File: config.mk
export PLATFORM = sky130hd
export DESIGN_NAME = fanin_collector_flat
export DESIGN_NICKNAME = d
export VERILOG_FILES = /design/src/rtl/fanin_pkg.sv /design/src/rtl/fanin_collector_if.sv /design/src/rtl/fanin_skid_fifo.sv /design/src/rtl/fanin_collector.sv /design/src/flat_wrapper.sv
export SDC_FILE = /design/constraint.sdc
export NUM_CORES = 1
export LEC_CHECK = 0
export CAP_MARGIN = 20
export CORE_MARGIN = 5
export CORE_UTILIZATION = 46
export CTS_CLUSTER_SIZE = 10
export DETAILED_ROUTE_END_ITERATION = 7
export HOLD_SLACK_MARGIN = 0.05
export MAX_ROUTING_LAYER = met4
export PLACE_DENSITY = 0.78
export SLEW_MARGIN = 20
export SYNTH_ARGS = -nofsm -noshare
export SYNTH_HDL_FRONTEND = slang
export SYNTH_SLANG_ARGS = --single-unit
File: constraint.sdc
create_clock -name clk -period 5.75 [get_ports clk]
set_input_delay 1.15 -clock clk [delete_from_list [all_inputs] [get_ports clk]]
set_output_delay 1.15 -clock clk [all_outputs]
set_load 0.03 [all_outputs]
File: src/rtl/fanin_pkg.sv
// Shared definitions for the fan-in collector.
// Holds default sizing, the source-tag width rule and the default output beat type.
package fanin_pkg;

    localparam int unsigned N_CHILD_DEF = 5;
    localparam int unsigned DATA_W_DEF  = 8;

    // Width of the source tag; never narrower than one bit.
    function automatic int unsigned src_w(input int unsigned n);
        return (n > 1) ? $clog2(n) : 1;
    endfunction

    localparam int unsigned SRC_W_DEF = src_w(N_CHILD_DEF);

    // Output beat at the default configuration: {source index, payload}.
    typedef struct packed {
        logic [SRC_W_DEF-1:0]  src;
        logic [DATA_W_DEF-1:0] data;
    } beat_t;

endpackage

File: src/rtl/fanin_collector_if.sv
// Bundle of the child-side and parent-side streams of the fan-in collector.
// slave : collector view (takes child streams and out_ready, drives the tagged output).
// master: environment view (drives child streams and out_ready, observes the output).
interface fanin_collector_if
    import fanin_pkg::*;
#(
    parameter int unsigned N_CHILD = N_CHILD_DEF,
    parameter int unsigned DATA_W  = DATA_W_DEF
);
    localparam int unsigned SRC_W = src_w(N_CHILD);

    logic [N_CHILD-1:0]        in_valid;
    logic [N_CHILD-1:0]        in_ready;
    logic [N_CHILD*DATA_W-1:0] in_data;
    logic                      out_valid;
    logic                      out_ready;
    logic [DATA_W-1:0]         out_data;
    logic [SRC_W-1:0]          out_src;
    logic [15:0]               xfer_count;

    modport slave (
        input  in_valid, in_data, out_ready,
        output in_ready, out_valid, out_data, out_src, xfer_count
    );

    modport master (
        output in_valid, in_data, out_ready,
        input  in_ready, out_valid, out_data, out_src, xfer_count
    );

endinterface

File: src/rtl/fanin_skid_fifo.sv
// Two-entry FIFO buffering one child stream.
// Ports: clk, rst_n (async, active-low), push/wdata write side,
//        pop read side, full/empty status, head = oldest entry.
module fanin_skid_fifo #(
    parameter int unsigned DATA_W = 8
) (
    input  logic              clk,
    input  logic              rst_n,
    input  logic              push,
    input  logic [DATA_W-1:0] wdata,
    input  logic              pop,
    output logic              full,
    output logic              empty,
    output logic [DATA_W-1:0] head
);

    logic [1:0]        count_q, count_d;
    logic [DATA_W-1:0] slot0_q, slot0_d;  // head entry
    logic [DATA_W-1:0] slot1_q, slot1_d;  // second entry

    always_comb begin
        count_d = count_q + 2'(push) - 2'(pop);
        slot0_d = slot0_q;
        slot1_d = slot1_q;
        if (pop) begin
            if (count_q == 2'd2) begin
                slot0_d = slot1_q;
            end else if (push) begin
                // Simultaneous push/pop at one entry: new word becomes head.
                slot0_d = wdata;
            end
        end else if (push) begin
            if (count_q == 2'd0) begin
                slot0_d = wdata;
            end else begin
                slot1_d = wdata;
            end
        end
    end

    always_ff @(posedge clk or negedge rst_n) begin
        if (!rst_n) begin
            count_q <= '0;
            slot0_q <= '0;
            slot1_q <= '0;
        end else begin
            count_q <= count_d;
            slot0_q <= slot0_d;
            slot1_q <= slot1_d;
        end
    end

    assign full  = (count_q == 2'd2);
    assign empty = (count_q == 2'd0);
    assign head  = slot0_q;

endmodule

File: src/rtl/fanin_collector.sv
// Merges N_CHILD valid/ready child streams into one tagged output stream.
// Each child feeds a 2-entry FIFO; a round-robin arbiter pops one FIFO per load
// into a registered output stage carrying {src, data}. xfer_count wraps at 16 bits.
// Ports: clk, rst_n (async, active-low), bus (slave view of fanin_collector_if).
module fanin_collector
    import fanin_pkg::*;
#(
    parameter int unsigned N_CHILD = N_CHILD_DEF,
    parameter int unsigned DATA_W  = DATA_W_DEF
) (
    input logic               clk,
    input logic               rst_n,
    fanin_collector_if.slave  bus
);

    localparam int unsigned SRC_W = src_w(N_CHILD);

    typedef struct packed {
        logic [SRC_W-1:0]  src;
        logic [DATA_W-1:0] data;
    } out_beat_t;

    logic [N_CHILD-1:0] fifo_full;
    logic [N_CHILD-1:0] fifo_empty;
    logic [N_CHILD-1:0] fifo_push;
    logic [N_CHILD-1:0] fifo_pop;
    logic [DATA_W-1:0]  fifo_head [N_CHILD];

    logic               grant_valid;
    logic [SRC_W-1:0]   grant_idx;
    int unsigned        cand;
    logic               load;

    logic [SRC_W-1:0]   rr_ptr_q, rr_ptr_d;
    logic               out_valid_q, out_valid_d;
    out_beat_t          out_beat_q, out_beat_d;
    logic [15:0]        xfer_count_q, xfer_count_d;

    for (genvar i = 0; i < N_CHILD; i++) begin : g_child
        assign fifo_push[i] = bus.in_valid[i] && !fifo_full[i];
        assign fifo_pop[i]  = load && grant_valid && (grant_idx == SRC_W'(i));

        fanin_skid_fifo #(
            .DATA_W (DATA_W)
        ) u_fifo (
            .clk   (clk),
            .rst_n (rst_n),
            .push  (fifo_push[i]),
            .wdata (bus.in_data[i*DATA_W +: DATA_W]),
            .pop   (fifo_pop[i]),
            .full  (fifo_full[i]),
            .empty (fifo_empty[i]),
            .head  (fifo_head[i])
        );
    end

    // Ready depends only on registered FIFO occupancy.
    assign bus.in_ready = ~fifo_full;

    assign load = !out_valid_q || bus.out_ready;

    // First non-empty FIFO in rotating order starting at rr_ptr_q.
    always_comb begin
        grant_valid = 1'b0;
        grant_idx   = '0;
        cand        = 0;
        for (int unsigned k = 0; k < N_CHILD; k++) begin
            cand = (32'(rr_ptr_q) + k) % N_CHILD;
            if (!grant_valid && !fifo_empty[cand]) begin
                grant_valid = 1'b1;
                grant_idx   = SRC_W'(cand);
            end
        end
    end

    always_comb begin
        out_valid_d  = out_valid_q;
        out_beat_d   = out_beat_q;
        rr_ptr_d     = rr_ptr_q;
        xfer_count_d = xfer_count_q + 16'(out_valid_q && bus.out_ready);
        if (load) begin
            if (grant_valid) begin
                out_valid_d     = 1'b1;
                out_beat_d.src  = grant_idx;
                out_beat_d.data = fifo_head[grant_idx];
                rr_ptr_d        = (grant_idx == SRC_W'(N_CHILD - 1)) ? '0 : grant_idx + 1'b1;
            end else begin
                out_valid_d = 1'b0;
            end
        end
    end

    always_ff @(posedge clk or negedge rst_n) begin
        if (!rst_n) begin
            rr_ptr_q     <= '0;
            out_valid_q  <= 1'b0;
            out_beat_q   <= '0;
            xfer_count_q <= '0;
        end else begin
            rr_ptr_q     <= rr_ptr_d;
            out_valid_q  <= out_valid_d;
            out_beat_q   <= out_beat_d;
            xfer_count_q <= xfer_count_d;
        end
    end

    assign bus.out_valid  = out_valid_q;
    assign bus.out_data   = out_beat_q.data;
    assign bus.out_src    = out_beat_q.src;
    assign bus.xfer_count = xfer_count_q;

endmodule

File: src/flat_wrapper.sv
// flat-port wrapper written by rule: the top's interface ports become plain ports
module fanin_collector_flat import fanin_pkg::*;
#(
    parameter int unsigned N_CHILD = N_CHILD_DEF,
    parameter int unsigned DATA_W  = DATA_W_DEF
)
  (clk, rst_n, bus_in_valid, bus_in_data, bus_out_ready, bus_in_ready, bus_out_valid, bus_out_data, bus_out_src, bus_xfer_count);
  fanin_collector_if #(.N_CHILD(N_CHILD), .DATA_W(DATA_W)) bus_i ();
  input logic clk;
  input logic rst_n;
  input wire logic [$bits(bus_i.in_valid)-1:0] bus_in_valid;
  input wire logic [$bits(bus_i.in_data)-1:0] bus_in_data;
  input wire logic [$bits(bus_i.out_ready)-1:0] bus_out_ready;
  output wire logic [$bits(bus_i.in_ready)-1:0] bus_in_ready;
  output wire logic [$bits(bus_i.out_valid)-1:0] bus_out_valid;
  output wire logic [$bits(bus_i.out_data)-1:0] bus_out_data;
  output wire logic [$bits(bus_i.out_src)-1:0] bus_out_src;
  output wire logic [$bits(bus_i.xfer_count)-1:0] bus_xfer_count;
  assign bus_i.in_valid = bus_in_valid;
  assign bus_i.in_data = bus_in_data;
  assign bus_i.out_ready = bus_out_ready;
  assign bus_in_ready = bus_i.in_ready;
  assign bus_out_valid = bus_i.out_valid;
  assign bus_out_data = bus_i.out_data;
  assign bus_out_src = bus_i.out_src;
  assign bus_xfer_count = bus_i.xfer_count;
  fanin_collector #(.N_CHILD(N_CHILD), .DATA_W(DATA_W)) u_core (.clk(clk), .rst_n(rst_n), .bus(bus_i));
endmodule
==> flow_metrics.env <==
export IMPL_status="complete, no violations"
export IMPL_min_from="u_core.bus.xfer_count[15]$_DFF_PN0_"
export IMPL_cp_required_ns=6.08
export IMPL_r2r_slack_ns=0.35
export IMPL_r2r_cells=25
export IMPL_path_buf_inv=6
export IMPL_r2r_end="u_core.g_child[4].u_fifo.count_q[1]$_DFF_PN0_"
export IMPL_ys_seq_area_frac=0.399
export IMPL_async_flop_share=1.00
export IMPL_grt_max_degree=80
export IMPL_ys_seq_elements=121
export IMPL_synth_cell_types=79
export IMPL_die_width_um=138
export IMPL_dieArea_um2=19200
export IMPL_syn_num_nets=828
export IMPL_tightestPinTransition_ns=0.714
export IMPL_min_period_ns=5.40
export IMPL_tritoncts="done"
export IMPL_final_common_cell="dfrtp_1"
export IMPL_drc=0
export IMPL_setup_tns_ns=0
export IMPL_dp_hpwl_mm=13.6
export IMPL_crit_top_cell="ha_1"
export IMPL_core_um2=16400
export IMPL_syn_avg_cell_area_um2=10.1
export IMPL_areaGrowthSynthToFinish_pct=22.7
export IMPL_cts_clk_slew_worst_paths_ns=0.06
export IMPL_arrival_ns=5.73
export IMPL_fmax_mhz=185
export IMPL_slew_headroom=0.524
export IMPL_first_global_vias=6101
export IMPL_critPathTopFamily="adder cells"
export IMPL_nNetsFinal=927
export IMPL_yosys_warnings=0
export IMPL_initial_core_util=0.462
export IMPL_die_h_um=138
export IMPL_end_kind="flop"
export IMPL_grt_pass1_wl_mm=31.5
export IMPL_synth_top_cell_area_share=0.399
export IMPL_clock_sinks=121
export IMPL_synth_edf_count=0
export IMPL_wl_per_cell_um=17.6
export IMPL_yosys_top_cells_area="dfrtp_1 (40%), mux2_2 (12%), ha_1 (5.3%)"
export IMPL_cts_hold_buf=0
export IMPL_clock_skew_ns=0.00524
export IMPL_synth_cells=748
export IMPL_grt_use_total=0.207
export IMPL_antenna_left=0
export IMPL_crit_path_max_incr_delay_ns=0.51
export IMPL_setup_viol=0
export IMPL_multi_input_comb_area_um2=4280
export IMPL_critPathLaunch="u_core.rr_ptr_q[1]$_DFFE_PN0P_"
export IMPL_cts_made_buffers=17
export IMPL_cp_endpoint="u_core.g_child[4].u_fifo.count_q[1]$_DFF_PN0_"
export IMPL_critical_path_class="flop to flop"
export IMPL_rows=47
export IMPL_vias=6166
export IMPL_wl_mm=19.0
export IMPL_finalCritPeriodShare=0.939
export IMPL_crit_fanout=13
export IMPL_h_tree_depth=4
export IMPL_final_cell_mix="dfrtp_1 (120), mux2_2 (81), clkdlybuf4s50_1 (79)"
export IMPL_overflow=0
export IMPL_path_depth=25
export IMPL_antenna_found_initial=0
export IMPL_num_io_pins=81
export IMPL_hold_path_class="flop to flop"
export IMPL_hold_viol=0
export IMPL_netlist_area_um2=7580
export IMPL_synth_ff_type="dfrtp_1"
export IMPL_drive_above_1_share=0.219
export IMPL_viasPerCell=5.71
export IMPL_io_buffers=80
export IMPL_fillers=1369
export IMPL_rr_startpoint="u_core.rr_ptr_q[1]$_DFFE_PN0P_"
export IMPL_drv_cap=0
export IMPL_slowest_stage="dfrtp_2"
export IMPL_regArea_um2=3030
export IMPL_gp_congestion=0.928
export IMPL_final_max_slew_viol_count=0
export IMPL_root_buffer="clkbuf_16"
export IMPL_first_pass_iters=5
export IMPL_clk_latency_ns=0.42
export IMPL_yosysTopAreaCell="dfrtp_1"
export IMPL_drtIter0Drc=581
export IMPL_rsz0062_at_grt="false"
export IMPL_antennaDiodeCount=0
export IMPL_cts_buffer_depth=2
export IMPL_start_kind="flop"
==> synth_stat cells (4+ instances only) <==
master / count
a211oi_1: 7
a21o_1: 4
a21oi_1: 36
a22oi_1: 16
and2_1: 13
and3_1: 6
buf_2: 9
clkbuf_1: 14
dfrtp_1: 121
ha_1: 32
inv_1: 36
mux2_2: 81
mux2_4: 8
mux2i_1: 16
nand2_1: 37
nand2b_1: 8
nand3_1: 19
nand4_1: 9
nor2_1: 50
nor2b_1: 12
nor3_1: 9
nor3b_1: 10
nor4_1: 4
o2111ai_1: 5
o211ai_1: 9
o21a_1: 4
o21ai_0: 57
o221a_2: 8
o311ai_0: 4
or2_2: 4
xnor2_1: 25
==> worst min-delay path by stage <==
stage          slack [ns]  cells after the start                                   to
2_1_floorplan        0.47                      2   u_core.bus.out_data[6]$_DFFE_PN0P_
3_3_place_gp         0.46                      2    u_core.bus.out_src[0]$_DFFE_PN0P_
3_5_place_dp         0.47                      1  u_core.bus.xfer_count[15]$_DFF_PN0_
4_1_cts              0.48                      1  u_core.bus.xfer_count[15]$_DFF_PN0_
5_1_grt              0.50                      1   u_core.bus.xfer_count[4]$_DFF_PN0_
6_report             0.48                      1  u_core.bus.xfer_count[15]$_DFF_PN0_
==> per-stage QoR <==
| step | util | setup WS [ns] | hold slack, ns | std cells | instance area (µm²) |
|---|---|---|---|---|---|
| 5_1_grt | 0.567 | 0.00204 | 0.503 | 1080 | 9310 |
| 3_3_place_gp | 0.532 | 0.333 | 0.464 | 1048 | 8730 |
| 6_report | 0.567 | 0.353 | 0.480 | 1080 | 9310 |
| 2_1_floorplan | - | 0.196 | 0.472 | 748 | 7580 |
| 3_5_place_dp | 0.532 | 0.0995 | 0.466 | 1048 | 8730 |
| 4_1_cts | 0.566 | 0.0578 | 0.482 | 1080 | 9290 |
==> kinds of logic after synthesis <==
group / synth area share
DFF: 0.399
and+or+nand+nor: 0.145
muxes: 0.160
adders and majority gates: 0.0528
buffers and inverters: 0.0383
xor gates and xnor gates: 0.0333
AOI/OAI and AO/OA: 0.171
==> layer usage <==
layer  GRT usage  vias up  share of wire  wire length, µm
li1            -     2950              -                -
met1       0.269     3002           0.44             8460
met2       0.323      183           0.48             9200
met3      0.0470       31          0.055             1040
met4      0.0640        0          0.018              338
met5           -        -              0                0
==> layout make-up <==
type                    count  area share
inverters                  39      0.0163
flip-flops and latches    121       0.325
clock buffers              19      0.0465
well taps                 220      0.0296
clock inverters            13      0.0138
repair buffers            108       0.109
multi-input cells         560       0.460
==> state kept, by name, summed over array words and instances (netlist names) <==
signal                         flops
u_core.g_child.u_fifo.slot1_q     40
u_core.bus.out_src                 3
u_core.bus.xfer_count             16
u_core.g_child.u_fifo.head        40
u_core.bus.out_data                8
u_core.rr_ptr_q                    3
u_core.g_child.u_fifo.count_q     10
u_core.bus.out_valid               1
==> what timing repair did <==
action,CTS,global route
hold endpoints to repair,0,0
buffers inserted,0,0
resized for setup,0,5
setup endpoints to repair,0,51
Power is not shown: default switching activity piles up to over one toggle a cycle in this logic, so the estimate is an artifact.
